===== src/rtl/alu_serial_pkg.sv =====
// alu_serial_pkg: shared FSM states, op encodings and decoded-line indices for the serial ALU
package alu_serial_pkg;

    typedef enum logic [1:0] {IDLE, SHIFT, DONE} state_t;

    // Op encodings as {m, s}; the A and ~A functions ignore m, so they are listed with m=0
    localparam logic [2:0] OP_PASS = 3'b000;
    localparam logic [2:0] OP_NOT  = 3'b001;
    localparam logic [2:0] OP_XOR  = 3'b010;
    localparam logic [2:0] OP_XNOR = 3'b011;
    localparam logic [2:0] OP_OR   = 3'b110;
    localparam logic [2:0] OP_IMP  = 3'b111;

    // Positions of each function within the 6-line decoded vector
    localparam int L_A    = 5;
    localparam int L_NA   = 4;
    localparam int L_XOR  = 3;
    localparam int L_XNOR = 2;
    localparam int L_OR   = 1;
    localparam int L_IMP  = 0;

endpackage


===== src/rtl/alu_bit_fn.sv =====
// alu_bit_fn: one-bit ALU slice producing a one-hot-or-zero 6-line vector and its OR
module alu_bit_fn
    import alu_serial_pkg::*;
(
    input  logic       m,
    input  logic       a,
    input  logic       b,
    input  logic [1:0] s,
    output logic [5:0] lines,
    output logic       y
);

    logic [2:0] op;

    assign op = {m, s};

    // Decode each function line; at most one is enabled for any (m, s)
    always_comb begin
        lines         = '0;
        lines[L_A]    = (s == OP_PASS[1:0]) & a;
        lines[L_NA]   = (s == OP_NOT[1:0]) & ~a;
        lines[L_XOR]  = (op == OP_XOR) & (a ^ b);
        lines[L_XNOR] = (op == OP_XNOR) & ~(a ^ b);
        lines[L_OR]   = (op == OP_OR) & (a | b);
        lines[L_IMP]  = (op == OP_IMP) & (~a | b);
        y             = |lines;
    end

endmodule


===== src/rtl/alu_serial_seq.sv =====
// alu_serial_seq: LSB-first bit-serial WIDTH-bit ALU around alu_bit_fn; ALU_SERIAL_ZFLAG_EN adds a zero flag
module alu_serial_seq
    import alu_serial_pkg::*;
#(
    parameter int WIDTH = 8
) (
    input  logic             clk,
    input  logic             rst_n,
    input  logic             start,
    input  logic             m,
    input  logic [1:0]       s,
    input  logic [WIDTH-1:0] a,
    input  logic [WIDTH-1:0] b,
    output logic             ready,
    output logic             busy,
    output logic             valid,
`ifdef ALU_SERIAL_ZFLAG_EN
    output logic             zero,
`endif
    output logic [WIDTH-1:0] result
);

    localparam int CW = $clog2(WIDTH);
    localparam logic [CW-1:0] LAST = CW'(WIDTH - 1);

    state_t           state, next;
    logic [WIDTH-1:0] a_sh, b_sh, acc;
    logic [CW-1:0]    cnt;
    logic             m_r;
    logic [1:0]       s_r;
    logic [5:0]       lines;
    logic             fbit;

    alu_bit_fn u_fn (
        .m     (m_r),
        .a     (a_sh[0]),
        .b     (b_sh[0]),
        .s     (s_r),
        .lines (lines),
        .y     (fbit)
    );

    assign ready = (state == IDLE);
    assign busy  = !ready;

    // State register
    always_ff @(posedge clk) begin
        if (!rst_n) state <= IDLE;
        else        state <= next;
    end

    // Next-state: accept in IDLE, leave SHIFT after the last bit, DONE lasts one cycle
    always_comb begin
        next = (state == IDLE)  ? (start ? SHIFT : IDLE) :
               (state == SHIFT) ? ((cnt == LAST) ? DONE : SHIFT) : IDLE;
    end

    // Operand capture, serial shifting, result assembly and completion pulse
    always_ff @(posedge clk) begin
        if (!rst_n) begin
            a_sh   <= '0;
            b_sh   <= '0;
            m_r    <= 1'b0;
            s_r    <= '0;
            acc    <= '0;
            cnt    <= '0;
            valid  <= 1'b0;
            result <= '0;
`ifdef ALU_SERIAL_ZFLAG_EN
            zero   <= 1'b0;
`endif
        end else begin
            valid <= 1'b0;
            if (state == IDLE && start) begin
                a_sh <= a;
                b_sh <= b;
                m_r  <= m;
                s_r  <= s;
                acc  <= '0;
                cnt  <= '0;
            end else if (state == SHIFT) begin
                a_sh <= a_sh >> 1;
                b_sh <= b_sh >> 1;
                acc  <= {fbit, acc[WIDTH-1:1]};
                cnt  <= (cnt == LAST) ? cnt : cnt + CW'(1);
            end else if (state == DONE) begin
                result <= acc;
                valid  <= 1'b1;
`ifdef ALU_SERIAL_ZFLAG_EN
                zero   <= (acc == '0);
`endif
            end
        end
    end

    // The decode must never enable two function lines at once
    always_ff @(posedge clk) begin
        if (rst_n && state == SHIFT) assert ($onehot0(lines));
    end

endmodule


===== config.mk =====
export PLATFORM = sky130hd
export DESIGN_NAME = alu_serial_seq
export DESIGN_NICKNAME = d
export VERILOG_FILES = /design/src/rtl/alu_serial_pkg.sv /design/src/rtl/alu_bit_fn.sv /design/src/rtl/alu_serial_seq.sv
export SDC_FILE = /design/constraint.sdc
export NUM_CORES = 1
export LEC_CHECK = 0
export BUFFER_PORTS_ARGS = -buffer_cell sky130_fd_sc_hd__buf_2
export CORE_ASPECT_RATIO = 0.8
export CORE_MARGIN = 1.5
export CORE_UTILIZATION = 33
export CTS_BUF_LIST = sky130_fd_sc_hd__clkbuf_4 sky130_fd_sc_hd__clkbuf_8
export CTS_CLUSTER_SIZE = 20
export DETAILED_ROUTE_END_ITERATION = 16
export GPL_TIMING_DRIVEN = 0
export HOLD_SLACK_MARGIN = 0.12
export PLACE_DENSITY = 0.48
export SYNTH_ARGS = -nofsm -noshare
export SYNTH_HDL_FRONTEND = slang
export SYNTH_SLANG_ARGS = --single-unit

===== constraint.sdc =====
create_clock -name clk -period 2.56 [get_ports clk]
set_input_delay 0.384 -clock clk [delete_from_list [all_inputs] [get_ports clk]]
set_output_delay 0.384 -clock clk [all_outputs]
set_load 0.005 [all_outputs]

* Word-level counts from Yosys, hierarchy flattened
Cells that the tools add are included.
** Word-level totals
- Input port bits :: 22
- Output and inout bits :: 11
- Logic and storage cells :: 52
- Register bits after elaboration :: 41
** Operators by class
- Bitwise operators :: 15
- Add/sub/neg operators :: 1
- Muxes and demuxes :: 9
- Equal/unequal tests :: 8
- Reduce and logical (&&, ||, !) cells :: 10
** Operator list (number)
- 8-bit two-way mux :: 4
- 3-bit == test (second input constant) :: 3
- 1-bit bitwise AND :: 6
- 3-bit by 2-bit == test with 1-bit output (second input constant) :: 2
- 2-bit two-way mux :: 3
- 1-bit inverter :: 6
- 6-bit OR reduction :: 1
- 2-bit by 1-bit == test with 1-bit output (second input constant) :: 2
- 2-bit logical NOT :: 2
- 3-bit by 1-bit adder with 3-bit output (second input constant) :: 1
- 3-bit AND reduction :: 1
- 3-bit OR reduction :: 1
- 2-bit == test (second input constant) :: 1
- 1-bit two-way mux :: 2
- 1-bit bitwise OR :: 2
- 2-bit AND reduction :: 1
- 2-bit nonzero test :: 1
- 2-bit OR reduction :: 1
- 1-bit logical AND :: 1
- 1-bit logical NOT :: 1
- 1-bit bitwise XOR :: 1

* Depth between registers and ports, before layout
- Depth after elaboration :: 4
- Mapped depth :: 6

* Hierarchy
Synthesis repeated with hierarchy kept, for this count alone.
** Unflattened totals
- Cell total of the unflattened synthesis :: 220
- Area, all modules :: 1825.5 um^2
** By module, submodules not included
- alu_serial_seq :: instances 1, area each 1702.9 um^2, sequential area each 820.8 um^2, cells each 200
- alu_bit_fn :: instances 1, area each 122.6 um^2, sequential area each 0.0 um^2, cells each 20

* Least setup slack after synthesis
No wires, ideal clock.
- Kind :: flip-flop to flip-flop
- Start point :: register a_sh[0]
- End point :: register acc[7]
- Cell stages (with the launch flop) :: 7
- Path slack :: 1163 ps
- Arrival :: 1277 ps
- Clock period less this slack :: 1397 ps
- Cell sequence :: dfxtp_1 inv_1 ha_1 nor2b_1 a211o_1 a31oi_1 nor3_2
** On the way
- Longest elaborated chain between the ends :: 4
- Elaborated cells between the ends (all ways) :: 12
- Those cells by class :: bitwise: 11; reduce/logical: 1
** Ends and longest elaborated chain
- start, declared :: line alu_serial_seq.sv:27 : logic [WIDTH-1:0] a_sh, b_sh, acc;
- start signal, assigned :: line alu_serial_seq.sv:82 : a_sh <= a_sh >> 1;
- 1-bit inverter or 1-bit bitwise XOR (tied branches)
- 1-bit bitwise OR or 1-bit inverter (tied branches) :: line alu_bit_fn.sv:25, alu_bit_fn.sv:23
- 1-bit bitwise AND (on tied branches) :: line alu_bit_fn.sv:25, alu_bit_fn.sv:23
- 6-bit OR reduction (*) :: line alu_bit_fn.sv:26 : y = |lines;
- end signal, assigned :: line alu_serial_seq.sv:84 : acc <= {fbit, acc[WIDTH-1:1]};
- end, declared :: line alu_serial_seq.sv:27
Mark *: on every way between the ends. The rest lies on a longest branch, timed or not.
A chain may end at the register's enable or synchronous reset.

* Worst setup path in the final report
- Start point :: register state[0]
- End point :: output port busy
** On the way
- Longest elaborated chain between the ends :: 2
** Ends and longest elaborated chain
- start, declared :: line alu_serial_seq.sv:26 : state_t state, next;
- start signal, assigned :: line alu_serial_seq.sv:49 : else state <= next;
- 2-bit logical NOT :: line alu_serial_seq.sv:43 : assign ready = (state == IDLE);
- 1-bit logical NOT :: line alu_serial_seq.sv:44 : assign busy = !ready;
- end, declared :: line alu_serial_seq.sv:15 : output logic busy,
Every way passes these cells.

==> out/summary.txt <==
GRT
----------------------------------------------------------------------------------------
Number of global-route vias before repair                                           1302
Busiest metal layer after global routing                                            met1
Overflow left after global routing                                                     0
Global-route wire length before repair                                           6120 um
M1 GR Usage                                                                        0.187
Overall fraction of global-route tracks in use                                     0.130
Antenna violations before repair                                                       0
Met2 track demand over resource in global routing                                  0.183
Largest net degree at the start of global routing                                     14
M3 GR Usage                                                                       0.0479

SETUP PATH
----------------------------------------------------------------------------------------
Class of the most critical setup path                                         reg -> out
Data required time at the worst endpoint                                         2.18 ns
Reg2reg path depth                                                                     6
Worst Path Arrival                                                               1.12 ns
Type of destination of the critical path                                    primary output
Maximum fanout along the worst path                                                    6
Worst Setup Start Kind                                                         flip-flop

STA
----------------------------------------------------------------------------------------
Post-route minimum period                                                        1.50 ns
Worst clock skew                                                              0.00501 ns
Actual slew at the worst max-slew pin                                           0.442 ns
Period utilization                                                                 0.586
Highest achievable clock rate                                                  0.666 GHz
Slew headroom                                                                      0.705
Setup WS post-layout                                                             1.06 ns
Final-layout worst hold slack                                                   0.323 ns
Unrepaired setup endpoints after global routing                                    false
Sum of negative setup slack                                                         0 ns
Max-slew violation count                                                               0
Final setup violation count                                                            0
Final number of hold-violating endpoints                                               0

SYNTHESIS
----------------------------------------------------------------------------------------
Synth warnings                                                                         0
Net Count, Synth                                                                     220
Gate count after technology mapping                                                  194
Count of different cell masters after synthesis                                       29
Sequential element share of the synthesized area                                   0.455
Async set or reset register ratio after synthesis                                      0
Average footprint of a synthesized cell                                        9.30 um^2
Cell area after technology mapping                                             1800 um^2
Count of flip-flops with a built-in enable after synthesis                             0
Register bit count reported by yosys                                                  41
Most frequently used flop master after synthesis                                 dfxtp_1

CTS
----------------------------------------------------------------------------------------
Num CTS Buffers                                                                        5
Sink count of the clock tree                                                          41
Buffer depth of the longest clock path                                                 2
Clock transition at the registers of the reported paths                          0.08 ns
Clock latency on the worst-skew pair                                             0.29 ns
Postcts setup bufs                                                                     0
Root buf cell                                                                   clkbuf_8
CTS tree                                                                            done
Gates resized, CTS repair                                                              0
Hold buffer count at cts                                                               0
H-tree Lvls                                                                            2

FINAL LAYOUT
----------------------------------------------------------------------------------------
Area occupied by registers                                                      821 um^2
Area of the multi-input gates                                                   873 um^2
Number of diodes added for antenna fixing                                              0
Area growth from synthesis to layout                                               20.6%
Share of final-layout standard cells stronger than drive strength 1                0.308
Net count of the finished layout                                                     259
Number of inserted filler cells in the final layout                                  556

PLACE
----------------------------------------------------------------------------------------
Total half-perimeter wirelength after legalization and detailed placement        2570 um
Post-placement setup slack                                                       1.09 ns
Port Buffer Count                                                                     32
RD Place Congestion                                                                0.729

PWR
----------------------------------------------------------------------------------------
Power density relative to cell area                                          672 nW/um^2
P_leak                                                                          0.855 nW
Worst vdd ir                                                                    0.259 mV

FLOORPLANNING
----------------------------------------------------------------------------------------
CORE AREA                                                                      5120 um^2
Number of top-level pins                                                              33
Die height                                                                       69.1 um
Std-Cell Rows                                                                         23
Width of the chip                                                                85.7 um
DIE AREA                                                                       5920 um^2
Initial Utilization                                                                0.352

DETAILED ROUTING
----------------------------------------------------------------------------------------
Detailed-route wire length                                                       3630 um
Number of search-and-repair iterations in the first detailed-routing pass              4
Detailed-route vias per instance                                                    4.67
Number of DRC markers in iteration 0                                                  60
Detailed-route via count                                                            1383
DRC                                                                                    0
Number of nets with antenna violations after detailed routing                          0
Routed wire length per instance                                                  12.3 um

HOLD PATH
----------------------------------------------------------------------------------------
Worst hold path cell count                                                             3
Class of the tightest hold or removal check                                    in -> reg

STATUS
----------------------------------------------------------------------------------------
Run status                                                                  finished, final reports clean

FLOW RUN
----------------------------------------------------------------------------------------
# Max-Cap Violations                                                                   0

## registers in the layout (all words and copies together), names as in the netlist
signal	flops
state	2
b_sh	8
result	8
valid	1
a_sh	8
s_r	2
acc	8
cnt	3
m_r	1
## cell type report
type / instances / area share
multi-input combinational: 136 / 0.401
sequential: 41 / 0.377
timing repair buffer: 32 / 0.0736
buffer: 13 / 0.0437
tap: 62 / 0.0357
clock buffer: 5 / 0.0316
clock inverter: 3 / 0.0299
inverter: 4 / 0.00690
## synthesized netlist by cell type (4+ instances only)
cell type / count / area, um^2
a22oi_2: 5 / 62.6
nand2_1: 55 / 206
o21ai_0: 4 / 20.0
inv_1: 4 / 15.0
dfxtp_1: 41 / 821
ha_1: 4 / 50.1
a21boi_2: 13 / 146
a21oi_1: 9 / 45.0
buf_2: 4 / 20.0
a22oi_1: 9 / 67.6
nor2_1: 4 / 15.0
a21boi_1: 11 / 82.6
buf_6: 5 / 56.3
## report_power, final
part	internal [mW]	switching [mW]	total, mW
Sequential	0.661	0.0163	0.678
Combinational	0.0793	0.0890	0.168
Clock	0.387	0.229	0.616
## metrics by stage
step	instance area, um^2	utilization	power, mW	instances
after CTS	2180	0.425	1.49	296
after global placement	2040	0.399	0.863	288
after global routing	2180	0.425	1.53	296
after floorplan	1800	-	0.813	194
final	2180	0.425	1.46	296
after detailed placement	2040	0.399	0.862	288
## metal layers
metal  vias to the layer above  part of all wire
met5                         -                 0
met4                         0            0.0080
met3                         4             0.042
met2                        27              0.39
met1                       621              0.56
li1                        731                 -
## cells in the final DEF, fill, tap and decap left out, types with 2 or more instances in the layout
| cell | instances |
|---|---|
| nand3_1 | 2 |
| ha_1 | 4 |
| clkbuf_8 | 5 |
| inv_1 | 4 |
| a21boi_1 | 11 |
| nor2b_1 | 3 |
| a21boi_2 | 13 |
| buf_6 | 5 |
| a21boi_0 | 3 |
| dfxtp_1 | 41 |
| o21ai_0 | 4 |
| xnor2_1 | 2 |
| buf_2 | 36 |
| nand2b_1 | 2 |
| clkbuf_1 | 3 |
| nand2_1 | 55 |
| and2_1 | 2 |
| bufinv_16 | 2 |
| nor2_1 | 4 |
| a22oi_2 | 5 |
| a21oi_1 | 9 |
| a22oi_1 | 9 |
## cell families after synthesis
group / after synthesis / share of synthesized area
AND/OR/NAND/NOR: 73 / 0.187
XOR/XNOR: 2 / 0.00971
AO/OA/AOI/OAI: 57 / 0.260
buffers and inverters: 17 / 0.0610
flip-flops: 41 / 0.455
adder cells (fa/ha/maj): 4 / 0.0277
## critical path: stages, from the launching register on
cell and delay [ns]:
dfxtp_1 0.37, nor2_1 0.27, inv_1 0.06, buf_2 0.13
## final timing paths
kind                   from  slack, ns         to
setup / recovery   state[0]       1.06       busy
hold / removal            m       0.32        m_r
setup reg to reg    a_sh[0]       1.08     acc[7]
hold reg to reg   result[2]       0.45  result[2]
Note: power is estimated with default switching activity, not from simulation.
